**src/rtl/pipe_pkg.sv**
```systemverilog
// Shared field widths, ALU function codes and issue-FSM states for the
// in-order issue controller.
package pipe_pkg;

    localparam int unsigned REG_W  = 4;
    localparam int unsigned FUNC_W = 4;
    localparam int unsigned ADDR_W = 8;

    localparam logic [FUNC_W-1:0] FN_ADD = 4'd0;
    localparam logic [FUNC_W-1:0] FN_SUB = 4'd1;
    localparam logic [FUNC_W-1:0] FN_MUL = 4'd2;
    localparam logic [FUNC_W-1:0] FN_AND = 4'd3;
    localparam logic [FUNC_W-1:0] FN_OR  = 4'd4;
    localparam logic [FUNC_W-1:0] FN_MAX = FN_OR;

    typedef enum logic [1:0] {
        S_RUN,
        S_HAZ,
        S_DRAIN,
        S_DONE
    } state_t;

    function automatic logic func_legal(input logic [FUNC_W-1:0] f);
        return (f <= FN_MAX);
    endfunction

endpackage

```
**src/rtl/pipe_scoreboard.sv**
```systemverilog
// Shift-register scoreboard of in-flight destination registers with a
// two-port source compare for read-after-write hazard detection.
module pipe_scoreboard
    import pipe_pkg::*;
#(
    parameter int unsigned PIPE_DEPTH = 3
) (
    input  logic             clk,
    input  logic             rst_n,
    input  logic             load_i,
    input  logic [REG_W-1:0] load_rd_i,
    input  logic             chk_valid_i,
    input  logic [REG_W-1:0] chk_rs_i,
    input  logic [REG_W-1:0] chk_rs1_i,
    output logic             hazard_o,
    output logic             empty_o
);

    logic [PIPE_DEPTH-1:0]            v_q;
    logic [PIPE_DEPTH-1:0][REG_W-1:0] rd_q;
    logic                             match;

    // Shift every cycle regardless of back-pressure; entry 0 takes the new issue.
    always_ff @(posedge clk or negedge rst_n) begin
        if (!rst_n) begin
            v_q  <= '0;
            rd_q <= '0;
        end else begin
            v_q  <= {v_q[PIPE_DEPTH-2:0], load_i};
            rd_q <= {rd_q[PIPE_DEPTH-2:0], load_rd_i};
        end
    end

    // Compare both sources against every valid in-flight destination.
    always_comb begin
        match = 1'b0;
        for (int unsigned i = 0; i < PIPE_DEPTH; i++) begin
            if (v_q[i] && ((rd_q[i] == chk_rs_i) || (rd_q[i] == chk_rs1_i))) begin
                match = 1'b1;
            end
        end
    end

    assign hazard_o = chk_valid_i & match;

    // Looks one edge ahead: the oldest entry retires at this edge, so the
    // scoreboard is all-invalid after it when nothing younger or new remains.
    assign empty_o = ~(|v_q[PIPE_DEPTH-2:0]) & ~load_i;

endmodule

```
**src/rtl/pipe_issue_ctrl.sv**
```systemverilog
// In-order issue controller: valid/ready intake, RAW hazard stalling,
// illegal-function rejection, drain-to-quiescent and statistics counters.
module pipe_issue_ctrl
    import pipe_pkg::*;
#(
    parameter int unsigned PIPE_DEPTH = 3,
    parameter int unsigned CNT_W      = 16
) (
    input  logic              clk,
    input  logic              rst_n,
    input  logic              in_valid,
    output logic              in_ready,
    input  logic [REG_W-1:0]  in_rs,
    input  logic [REG_W-1:0]  in_rs1,
    input  logic [REG_W-1:0]  in_rd,
    input  logic [FUNC_W-1:0] in_func,
    input  logic [ADDR_W-1:0] in_addr,
    input  logic              hold,
    input  logic              drain_req,
    output logic              drain_done,
    output logic              iss_valid,
    output logic [REG_W-1:0]  iss_rs,
    output logic [REG_W-1:0]  iss_rs1,
    output logic [REG_W-1:0]  iss_rd,
    output logic [FUNC_W-1:0] iss_func,
    output logic [ADDR_W-1:0] iss_addr,
    output logic              err_illegal,
    output logic [CNT_W-1:0]  issue_cnt,
    output logic [CNT_W-1:0]  stall_cnt
);

    state_t             state_q, state_d;
    logic               legal, hazard, sb_empty, active, accept, issue, stall;
    logic               iss_valid_q, err_q;
    logic [REG_W-1:0]   iss_rs_q, iss_rs1_q, iss_rd_q;
    logic [FUNC_W-1:0]  iss_func_q;
    logic [ADDR_W-1:0]  iss_addr_q;
    logic [CNT_W-1:0]   issue_cnt_q, issue_cnt_d, stall_cnt_q, stall_cnt_d;

    assign legal    = func_legal(in_func);
    assign active   = (state_q == S_RUN) || (state_q == S_HAZ);
    assign in_ready = rst_n & active & ~drain_req & ~hold & (~hazard | ~legal);
    assign accept   = in_valid & in_ready;
    assign issue    = accept & legal;
    assign stall    = in_valid & ~in_ready & active;

    pipe_scoreboard #(
        .PIPE_DEPTH(PIPE_DEPTH)
    ) u_sb (
        .clk        (clk),
        .rst_n      (rst_n),
        .load_i     (issue),
        .load_rd_i  (in_rd),
        .chk_valid_i(in_valid),
        .chk_rs_i   (in_rs),
        .chk_rs1_i  (in_rs1),
        .hazard_o   (hazard),
        .empty_o    (sb_empty)
    );

    // Issue FSM state register.
    always_ff @(posedge clk or negedge rst_n) begin
        if (!rst_n) state_q <= S_RUN;
        else        state_q <= state_d;
    end

    // Next-state logic; drain_req outranks any same-cycle offer.
    always_comb begin
        state_d = state_q;
        unique case (state_q)
            S_RUN: begin
                if (drain_req)                            state_d = S_DRAIN;
                else if (in_valid && legal && hazard && !hold) state_d = S_HAZ;
            end
            S_HAZ: begin
                if (drain_req)   state_d = S_DRAIN;
                else if (accept) state_d = S_RUN;
            end
            S_DRAIN: begin
                if (!drain_req)    state_d = S_RUN;
                else if (sb_empty) state_d = S_DONE;
            end
            S_DONE: begin
                if (!drain_req) state_d = S_RUN;
            end
            default: state_d = S_RUN;
        endcase
    end

    // Counter next values: issues and stalled offer cycles, both wrapping.
    always_comb begin
        issue_cnt_d = issue_cnt_q;
        stall_cnt_d = stall_cnt_q;
        if (issue) issue_cnt_d = issue_cnt_q + 1'b1;
        if (stall) stall_cnt_d = stall_cnt_q + 1'b1;
    end

    // Issue registers and error pulse; fields keep their last value between issues.
    always_ff @(posedge clk or negedge rst_n) begin
        if (!rst_n) begin
            iss_valid_q <= 1'b0;
            err_q       <= 1'b0;
            iss_rs_q    <= '0;
            iss_rs1_q   <= '0;
            iss_rd_q    <= '0;
            iss_func_q  <= '0;
            iss_addr_q  <= '0;
        end else begin
            iss_valid_q <= issue;
            err_q       <= accept & ~legal;
            if (issue) begin
                iss_rs_q   <= in_rs;
                iss_rs1_q  <= in_rs1;
                iss_rd_q   <= in_rd;
                iss_func_q <= in_func;
                iss_addr_q <= in_addr;
            end
        end
    end

    // Statistics counter registers.
    always_ff @(posedge clk or negedge rst_n) begin
        if (!rst_n) begin
            issue_cnt_q <= '0;
            stall_cnt_q <= '0;
        end else begin
            issue_cnt_q <= issue_cnt_d;
            stall_cnt_q <= stall_cnt_d;
        end
    end

    assign drain_done  = (state_q == S_DONE);
    assign iss_valid   = iss_valid_q;
    assign iss_rs      = iss_rs_q;
    assign iss_rs1     = iss_rs1_q;
    assign iss_rd      = iss_rd_q;
    assign iss_func    = iss_func_q;
    assign iss_addr    = iss_addr_q;
    assign err_illegal = err_q;
    assign issue_cnt   = issue_cnt_q;
    assign stall_cnt   = stall_cnt_q;

endmodule

```
**config.mk**
```make
export PLATFORM = sky130hd
export DESIGN_NAME = pipe_issue_ctrl
export DESIGN_NICKNAME = d
export VERILOG_FILES = /design/src/rtl/pipe_pkg.sv /design/src/rtl/pipe_scoreboard.sv /design/src/rtl/pipe_issue_ctrl.sv
export SDC_FILE = /design/constraint.sdc
export NUM_CORES = 1
export LEC_CHECK = 0
export ABC_CLOCK_PERIOD_IN_PS = 2110
export CAP_MARGIN = 30
export CORE_ASPECT_RATIO = 0.6
export CORE_MARGIN = 3
export CORE_UTILIZATION = 44
export CTS_BUF_LIST = sky130_fd_sc_hd__clkbuf_16
export DETAILED_ROUTE_END_ITERATION = 10
export PLACE_DENSITY = 0.77
export RECOVER_POWER = 50
export REMOVE_ABC_BUFFERS = 1
export SYNTH_ARGS = -nofsm -noshare
export SYNTH_HDL_FRONTEND = slang
export SYNTH_SLANG_ARGS = --single-unit
export TNS_END_PERCENT = 10
```
**constraint.sdc**
```tcl
create_clock -name clk -period 2.11 [get_ports clk]
set_clock_uncertainty 0.15 [all_clocks]
set_input_delay 0.3165 -clock clk [delete_from_list [all_inputs] [get_ports clk]]
set_output_delay 0.3165 -clock clk [all_outputs]
set_load 0.03 [all_outputs]
```
==> Word-level counts from Yosys, hierarchy flattened <==
Cells that the tools add are included.
Widths: inputs -> output; s select.
{ "word_totals": {"ff_bits": 75, "input_bits": 29, "wordCells": 74} }
{ "classes": {"n_addsub": 2, "n_lt_le_gt_ge": 1, "n_eq_ne": 13, "mux": 11, "bitwise_logic": 19, "reduce_logical": 14} }
{ "op_table": {"columns": ["operator", "count"], "rows": [
  ["$add 16x1->16 const B", 2],
  ["$eq 4x4->1", 6],
  ["$mux 2", 7],
  ["$and 1x1->1", 11],
  ["$pmux 2 s4", 1],
  ["$not 1->1", 7],
  ["$logic_and 1x1->1", 6],
  ["$ne 3x3->1 const B", 2],
  ["$eq 2x2->1 const B", 2],
  ["$le 4x3->1 const B", 1],
  ["$logic_or 1x1->1", 4],
  ["$reduce_and 4->1", 1],
  ["$mux 1", 3],
  ["$ne 3x2->1 const B", 1],
  ["$eq 2x1->1 const B", 1],
  ["$logic_not 2->1", 1],
  ["$ne 2x2->1 const B", 1],
  ["$reduce_or 2->1", 1],
  ["$logic_not 1->1", 1],
  ["$or 1x1->1", 1]
]} }

==> Logic depth before layout (Yosys ltp) <==
{ "logic_depth": {"ltp_word": 17, "ltp_mapped": 7} }

==> Hierarchy <==
From an unflattened synthesis, not the netlist that was laid out.
{ "unflattened": {"hier_cells": 245, "area_unflattened_um2": 3209.3} }
{ "modules_own_cells": {"columns": ["mod", "n_inst", "cells_each", "area_per_inst_um2", "seq_area_each_um2"], "rows": [
  ["pipe_issue_ctrl", 1, 194, 2549.9, 1501.4],
  ["pipe_scoreboard", 1, 51, 659.4, 375.4]
]} }

==> Worst setup path after synthesis <==
OpenSTA, ideal clock, no wires.
{ "synth_path": {"kind": "register to output", "start": "register u_sb.rd_q[3] (netlist bit)", "end": "output in_ready", "t_arrival_ns": 1.670, "required_ns": 1.644, "setup_slack_ns": -0.026, "stages_incl_launch_ff": 6, "n_path_buf": 0, "path_cell_list": "dfrtp_1 -> xor2_1 -> nor4_1 -> o21ai_2 -> a31oi_1 -> nor3_1"} }
{ "synth_between": {"elab_chain_len": 10, "word_cells_on_any_way": 11, "cone_classes": "2 x eq/ne; 3 x mux; 4 x bitwise; 2 x reduce/logical"} }
{ "synth_lines": {"columns": ["element", "line", "source"], "rows": [
  ["from (decl)", "pipe_scoreboard.sv:20", "logic [PIPE_DEPTH-1:0][REG_W-1:0] rd_q;"],
  ["from (signal assigned)", "pipe_scoreboard.sv:30", "rd_q <= {rd_q[PIPE_DEPTH-2:0], load_rd_i};"],
  ["$eq 4x4->1", "pipe_scoreboard.sv:38", "if (v_q[i] && ((rd_q[i] == chk_rs_i) || (rd_q[i] == chk_rs1_i))) begin"],
  ["$logic_or 1x1->1 *", "pipe_scoreboard.sv:38", null],
  ["$logic_and 1x1->1 *", "pipe_scoreboard.sv:38", null],
  ["$mux 1 * (3 in a row)", "pipe_scoreboard.sv:38", null],
  ["$and 1x1->1 *", "pipe_scoreboard.sv:44", "assign hazard_o = chk_valid_i & match;"],
  ["$not 1->1 *", "pipe_issue_ctrl.sv:42", "assign in_ready = rst_n & active & ~drain_req & ~hold & (~hazard | ~legal);"],
  ["$or 1x1->1 *", "pipe_issue_ctrl.sv:42", null],
  ["$and 1x1->1 *", "pipe_issue_ctrl.sv:42", null],
  ["to (decl)", "pipe_issue_ctrl.sv:12", "output logic in_ready,"]
]} }
Mark *: on every way between the ends. The rest lies on a longest branch, timed or not.

==> Final worst setup path <==
{ "layout_path": {"start": "register u_sb.rd_q[10] (netlist bit)", "end": "output in_ready"} }
{ "layout_between": {"elab_chain_len": 8, "word_cells_on_any_way": 9, "cone_classes": "2 x eq/ne; 1 x mux; 4 x bitwise; 2 x reduce/logical"} }
{ "layout_lines": {"columns": ["element", "line"], "rows": [
  ["$eq 4x4->1", "pipe_scoreboard.sv:38"],
  ["$logic_or 1x1->1 *", "pipe_scoreboard.sv:38"],
  ["$logic_and 1x1->1 *", "pipe_scoreboard.sv:38"],
  ["$mux 1 *", "pipe_scoreboard.sv:38"],
  ["$and 1x1->1 *", "pipe_scoreboard.sv:44"],
  ["$not 1->1 *", "pipe_issue_ctrl.sv:42"],
  ["$or 1x1->1 *", "pipe_issue_ctrl.sv:42"],
  ["$and 1x1->1 *", "pipe_issue_ctrl.sv:42"]
]} }
Marked as above.

==> key figures <==
Routing
  • DRC Markers: 0
  • Vias post-DR: 2,488
  • Avg WL per Cell: around 17 um
  • Vias per Instance: 5.088
  • Total Routed Length: 8.415 mm
  • DRT iter0 DRCs: roughly 120
  • First-pass DRT Iterations: 4
  • Antenna Nets Post-Route: 0

Hold path
  • Tightest Hold Check Type: register to register
  • HP Start: u_sb.rd_q[0]

Global routing
  • Initial antenna violation count: 0
  • Pin count of the biggest net entering global routing: 75
  • Total grt overflow: 0
  • GRT Resource Usage Total: 20.01%
  • Global-route wire length before repair: approximately 13 mm
  • Vias in the first global route: 2,595

Power
  • Switch Pwr: 1231 uW
  • P per Cell Area: around 800 nW/um^2
  • Internal Pwr Total: 2814 uW
  • Flop pwr share: between 40% and 50%
  • P_leak: 0.002277 uW
  • Sw frac: a little under a third
  • Worst VDD drop: 0.0005323 V
  • Clock share of power: 33.0%
  • Logic pwr share: roughly a quarter

Yosys
  • Post-synthesis adder-cell area fraction: 0.7550%
  • Netlist Area Pre-Place: 3314 sq um
  • Top cells by area, synth: dfrtp_1 (56%), xor2_1 (9.5%), mux2_2 (8.2%), xnor2_1 (5.0%), o2111ai_1 (2.9%)
  • Number of synthesized register bits: 74
  • Synth Area in XOR/XNOR: between 10% and 20%
  • Ys Warns: 0
  • Area leader, netlist: dfrtp_1
  • Post-synthesis compound-gate area fraction: under 10%
  • Sequential share of the synthesized area: 55.87%
  • Multiplexer share of the synthesized area: 8.494%
  • Synth cell types: 36
  • Share of the synthesized area in the top cell type: between 50% and 60%
  • Simple-Gate Fraction of Synth Area: 11.59%
  • Largest family of logic cells by synthesized area: XOR/XNOR gates
  • Syn Inst Count: 262
  • Avg Inst Size Synth: 12.65 sq um

STA
  • Slew margin rel.: -5.844%
  • Final setup margin: -161.8 ps
  • # setup viols final: 47
  • Hold WS: 273.0 ps
  • Slew @ Worst Pin: 1588 ps
  • Period minus WS final: approximately 2300 ps
  • Final Hold Vio Count: 0
  • RSZ-0062 raised after global routing: yes
  • Slew Limit Fails: 75
  • Final Cycle Share: 107.7%
  • Fmax achieved: 0.4402 GHz

Worst setup path
  • RR Startpoint: u_sb.rd_q[10]
  • CP max-delay cell: dfrtp_1
  • Crit path max fanout: 2
  • Worst path arrival time: 1810 ps
  • Crit-path leading delay family: flip-flops
  • Setup crit end kind: primary output
  • CP peak stage delay: 420 ps
  • WP data required: around 1600 ps
  • Startpoint class of the critical path: register
  • Buffer and inverter count on the worst path: 1
  • CP cell instances: xor2_2, nor4_2, o21ai_2, a31oi_4, nor3_2, buf_4
  • Setup CP Type: register to primary output
  • CP Launch Point: u_sb.rd_q[10]

Floorplanning
  • Die W: 118.0 um
  • Initial core utilization: between 40% and 50%
  • Die area: 8644 sq um
  • # rows: 23
  • Io pins: 89
  • Core area: 6993 sq um
  • Die height: approximately 73 um

Finish
  • Fraction of layout cells with a size suffix above 1: between 20% and 30%
  • Post-layout nets: 415
  • Most common cell after layout, fill and taps aside: dfrtp_1
  • Area growth syn-to-layout: 50.21%
  • Diode count: 0
  • Core Util, Final: about 71%
  • Fillers: 480
  • Area of the multi-input gates: around 1500 sq um
  • Storage element area: about 1900 sq um
  • Highest-count cells in the layout ignoring fill and taps: dfrtp_1 (74), clkdlybuf4s50_1 (73), xor2_1 (35)

Placed design
  • HPWL Detailed: 5.704 mm
  • # port buffers: between 80 and 90
  • Gpl congestion: between 0.8 and 0.9

Clocking
  • CTS buffer count: 9
  • H-tree depth: 3
  • Clk_lat worst skew: approximately 330 ps
  • CTS tree: built
  • Clock Sinks: 74
  • Cts hold-fix bufs: 0
  • Clk slew on worst S/H paths: 60 ps
  • CTS Root Cell: clkbuf_16
  • CTS Buffer Depth: 2

Run status
  • Failing checks: capacitance limit, slew limit, setup timing
  • Status: complete, but fails checks

Run
  • Maxcap violations: 1
## sequential cells by signal (all words and copies together) (netlist names)
signal / flops
iss_rs1: 4
iss_rd: 4
u_sb.v_q: 3
iss_addr: 8
iss_rs: 4
iss_func: 4
stall_cnt: 16
issue_cnt: 16
u_sb.rd_q: 12
state_q: 2
err_illegal: 1
## per-layer routing
layer / track usage (%) / part of all wire, % / wire (um) / up-vias
li1: - / - / - / 1176
met1: 29.02 / 48 / 4016 / 1224
met2: 28.82 / 45 / 3785 / 83
met3: 6.197 / 6.5 / 545 / 5
met4: 6.364 / 0.81 / 68 / 0
met5: 0 / 0 / 0 / -
## worst register-to-register path: stages, from the launching register on
cell and delay [ps]:
dfrtp_1 420, xor2_2 180, nor4_2 310, o21ai_2 130, buf_4 170, nand4_4 140
buf_4 160, buf_16 130, mux2_2 330
## stage by stage
| stage | power [uW] | instances | setup WS, ps | instance area (sq um) | setup TNS, ps |
|---|---|---|---|---|---|
| 6_report | 4046 | 489 | -161.8 | 4979 | -2625 |
| 5_1_grt | 4208 | 489 | -230.3 | 4979 | -8016 |
| 4_1_cts | 4074 | 487 | -183.0 | 4866 | -532.4 |
| 3_5_place_dp | 2722 | 463 | -550.6 | 4447 | -25770 |
| 3_3_place_gp | 2706 | 463 | -557.9 | 4447 | -23330 |
| 2_1_floorplan | 2201 | 252 | -366.1 | 3261 | -10600 |
## power groups by stage
stage          Combinational [uW]  Sequential, uW  Clock [uW]
2_1_floorplan                 228            1970           0
3_3_place_gp                 1010            1700           0
3_5_place_dp                 1020            1700           0
4_1_cts                      1030            1680        1360
5_1_grt                      1090            1700        1420
6_report                     1030            1680        1330
## worst paths after layout
path	cells past startpoint	slack, ps	end
max in group asynchronous	2	350	u_sb.rd_q[1]
min in group asynchronous	2	520	iss_rs1[1]
min	0	270	u_sb.rd_q[4]
max	6	-160	in_ready
max reg2reg	8	-140	iss_rd[1]
min reg2reg	0	270	u_sb.rd_q[4]
## synth_stat cells
master and instances:
dfrtp_1 74, xor2_1 36, mux2_2 24, xnor2_1 19, o2111ai_1 11, nand2_1 9, nor2_1 9, inv_1 8
nor4_1 8, and3_1 7, nor3_1 7, and2_1 5, nor4_2 5, buf_2 4, clkbuf_1 4, nand4_1 4
nand3_1 3, o211ai_1 3, o21ai_2 3, ha_1 2, nor2b_1 2, a2111oi_0 1, a211oi_1 1, a31oi_1 1
a31oi_4 1, and4_1 1, buf_4 1, buf_6 1, mux2_1 1, nand2b_1 1, nand3b_1 1, nand4_2 1
o21ai_0 1, o21ai_1 1, o31ai_1 1, or3_1 1
## area by class of cell
| cell class | count | area share [%] |
|---|---|---|
| Multi-Input combinational cell | 170 | 30.94 |
| Sequential cell | 74 | 37.20 |
| Clock inverter | 7 | 0.7791 |
| Tap cell | 100 | 2.513 |
| Clock buffer | 9 | 4.524 |
| Timing Repair Buffer | 121 | 23.45 |
| Inverter | 8 | 0.6032 |
## repair_timing
item / in CTS / in global routing
setup buffers: 6 / 1
setup endpoints to repair: 55 / 57
gates cloned: 2 / 1
gates resized for setup: 25 / 15
pin swaps: 9 / 1
## cells by family after synthesis
group,after synthesis
AOI/OAI and AO/OA,24
xor gates and xnor gates,55
adders and majority gates,2
buffers and inverters,18
DFF,74
muxes,25
and+or+nand+nor,64
Note: power is estimated with default switching activity, not from simulation.
==> variant (same settings) <==
`rd_q` no longer has a reset.
--- a/src/rtl/pipe_scoreboard.sv
+++ b/src/rtl/pipe_scoreboard.sv
@@ -25,9 +25,11 @@
         if (!rst_n) begin
             v_q  <= '0;
-            rd_q <= '0;
         end else begin
             v_q  <= {v_q[PIPE_DEPTH-2:0], load_i};
-            rd_q <= {rd_q[PIPE_DEPTH-2:0], load_rd_i};
         end
+    end
+
+    always_ff @(posedge clk) begin
+        rd_q <= {rd_q[PIPE_DEPTH-2:0], load_rd_i};
     end
 
Behaviour: same outputs for any inputs over 10 cycles, from zero or initial values and one cycle with rst_n low; that may be too few to reach the edited logic, so the function may still have changed.
==> variant against the original RTL <==
  * The run ends with setup timing left
  * Sequential share of layout area shrank 0.45 points
  * Power rose by 3.6%
  * Largest power group unchanged
  * Synthesized area is 1.8% lower
  * Setup slack improved by 56 ps
  * Cell area fell by 1.3%
  * Highest routed layer unchanged
  * Sequential cell count is the same
  * Routed wire length is 1.5% lower
==> variant: results (changes against the original RTL) <==
<table>
<tr><th>Metric</th><th>Value</th></tr>
<tr><th colspan="2">Detailed routing</th></tr>
<tr><td>DRT iter0 DRCs</td><td>164 (+39%)</td></tr>
<tr><td>Average vias per placed instance</td><td>5.20 (+2.2%)</td></tr>
<tr><td>Routed met2 length</td><td>3640 µm (-4.0%)</td></tr>
<tr><td>Final Routed Wirelength</td><td>8290 µm (-1.5%)</td></tr>
<tr><th colspan="2">Outcome</th></tr>
<tr><td>Violated checks</td><td>setup timing</td></tr>
<tr><td>Outcome</td><td>complete, but fails checks</td></tr>
<tr><th colspan="2">Timing</th></tr>
<tr><td>Total setup violations reported at the end of the flow</td><td>11 (-77%)</td></tr>
<tr><td>Final setup slack of the worst path</td><td>-105 ps (+56.3 ps)</td></tr>
<tr><td>Relative slew slack</td><td>0.516 (+0.574)</td></tr>
<tr><th colspan="2">Synth</th></tr>
<tr><td>Leading post-synthesis cells by cell area</td><td>dfrtp_1 48%, xor2_1 9.7%, mux2_2 8.3%</td></tr>
<tr><td>Register area share after synthesis</td><td>0.551 (-0.00814)</td></tr>
<tr><th colspan="2">Floorplanning</th></tr>
<tr><td>Die area</td><td>8500 µm² (-1.7%)</td></tr>
<tr><th colspan="2">Finish</th></tr>
<tr><td>Filler Cells Inserted</td><td>490 (+2.1%)</td></tr>
<tr><td>Layout Nets</td><td>409 (-1.4%)</td></tr>
<tr><td>Share of cells above drive strength 1</td><td>0.287 (+0.0404)</td></tr>
<tr><th colspan="2">Setup path</th></tr>
<tr><td>CP max stage delay</td><td>360 ps (-60 ps)</td></tr>
<tr><td>Largest fanout of any net on the critical path</td><td>3 (+1)</td></tr>
<tr><td>Master of the slowest instance on the critical path</td><td>dfxtp_2</td></tr>
<tr><th colspan="2">Placed design</th></tr>
<tr><td>Global placer's final weighted congestion</td><td>0.850 (-2.4%)</td></tr>
<tr><td>Pre-CTS WS</td><td>-891 ps (-341 ps)</td></tr>
<tr><td>Final HPWL from detailed placement</td><td>5530 µm (-3.1%)</td></tr>
<tr><th colspan="2">Global routing</th></tr>
<tr><td>Vias in the first global route</td><td>2446 (-5.7%)</td></tr>
<tr><td>First-pass GRT wire length</td><td>12900 µm (-4.2%)</td></tr>
<tr><td>Total track usage</td><td>0.203 (+0.00243)</td></tr>
<tr><th colspan="2">Pwr</th></tr>
<tr><td>Leakage component of the power</td><td>2.18 nW (-4.4%)</td></tr>
<tr><th colspan="2">Worst hold path</th></tr>
<tr><td>Hold crit path type</td><td>input pin to asynchronous set/reset pin</td></tr>
</table>
-- variant: metrics by stage --
stage                     cells  hold slack (ps)
after floorplan             252             -129
after global placement      451              102
after detailed placement    451              109
after CTS                   469             44.7
after global routing        470             86.5
final                       470             15.8
-- variant: cell families (layout without fill, tap and decap cells) --
| group | after synthesis | after routing | share of synthesized area |
|---|---|---|---|
| xor gates and xnor gates | 55 | 55 | 0.148 |
| buffers and inverters | 18 | 139 | 0.0258 |
| adders and majority gates | 2 | 2 | 0.00769 |
| AOI/OAI and AO/OA | 24 | 24 | 0.0634 |
| DFF | 74 | 74 | 0.551 |
| and+or+nand+nor | 64 | 64 | 0.118 |
| muxes | 25 | 25 | 0.0865 |
-- variant: report_power, final --
group	leakage, nW	switching (mW)	internal (mW)
Clock	0.140	0.575	0.899
Combinational	1.12	0.558	0.461
Sequential	0.922	0.129	1.57
-- variant: layout make-up --
class,instances,area [µm²],share of cell area
clock inverters,7,60.1,0.0122
repair buffers,115,1110,0.227
flip-flops and latches,74,1810,0.367
clock buffers,9,225,0.0458
well taps,87,109,0.0222
inverters,8,30.0,0.00611
multi-input cells,170,1570,0.320
-- variant: path summary, 6_finish.rpt --
check / start / end / slack (ps) / depth (start not counted)
worst max-delay path: u_sb.rd_q[3]$_DFF_P_ / in_ready / -110 / 6
worst min-delay path: rst_n / state_q[1]$_DFFE_PN0P_ / 20 / 2
worst max register to register: u_sb.rd_q[5]$_DFF_P_ / issue_cnt[15]$_DFFE_PN0P_ / -70 / 8
worst min register to register: u_sb.rd_q[6]$_DFF_P_ / u_sb.rd_q[10]$_DFF_P_ / 240 / 0
max in group asynchronous: rst_n / iss_rd[1]$_DFFE_PN0P_ / 1300 / 2
min in group clk: in_rs[1] / iss_rs[1]$_DFFE_PN0P_ / 240 / 2
-- variant: worst max-delay path: cells and delay by family (launching register included) --
| family | cells | cell delay [ps] |
|---|---|---|
| buffers and inverters | 1 | 170 |
| AOI/OAI and AO/OA | 2 | 310 |
| and+or+nand+nor | 2 | 400 |
| xor gates and xnor gates | 1 | 180 |
| DFF | 1 | 360 |
-- variant: metal layers --
layer | vias up | global-route usage
li1 | 1151 | -
met1 | 1203 | 0.296
met2 | 78 | 0.285
met3 | 12 | 0.0779
met4 | 0 | 0.0471
met5 | - | 0
-- variant: repair_timing --
item / in CTS / in global routing
cloned: 1 / 0
pin swaps: 6 / 9
buffers inserted: 0 / 1
endpoints found under the setup margin: 56 / 56
hold buffers: 1 / 0
gates resized for setup: 33 / 31
hold endpoints to repair: 5 / 0
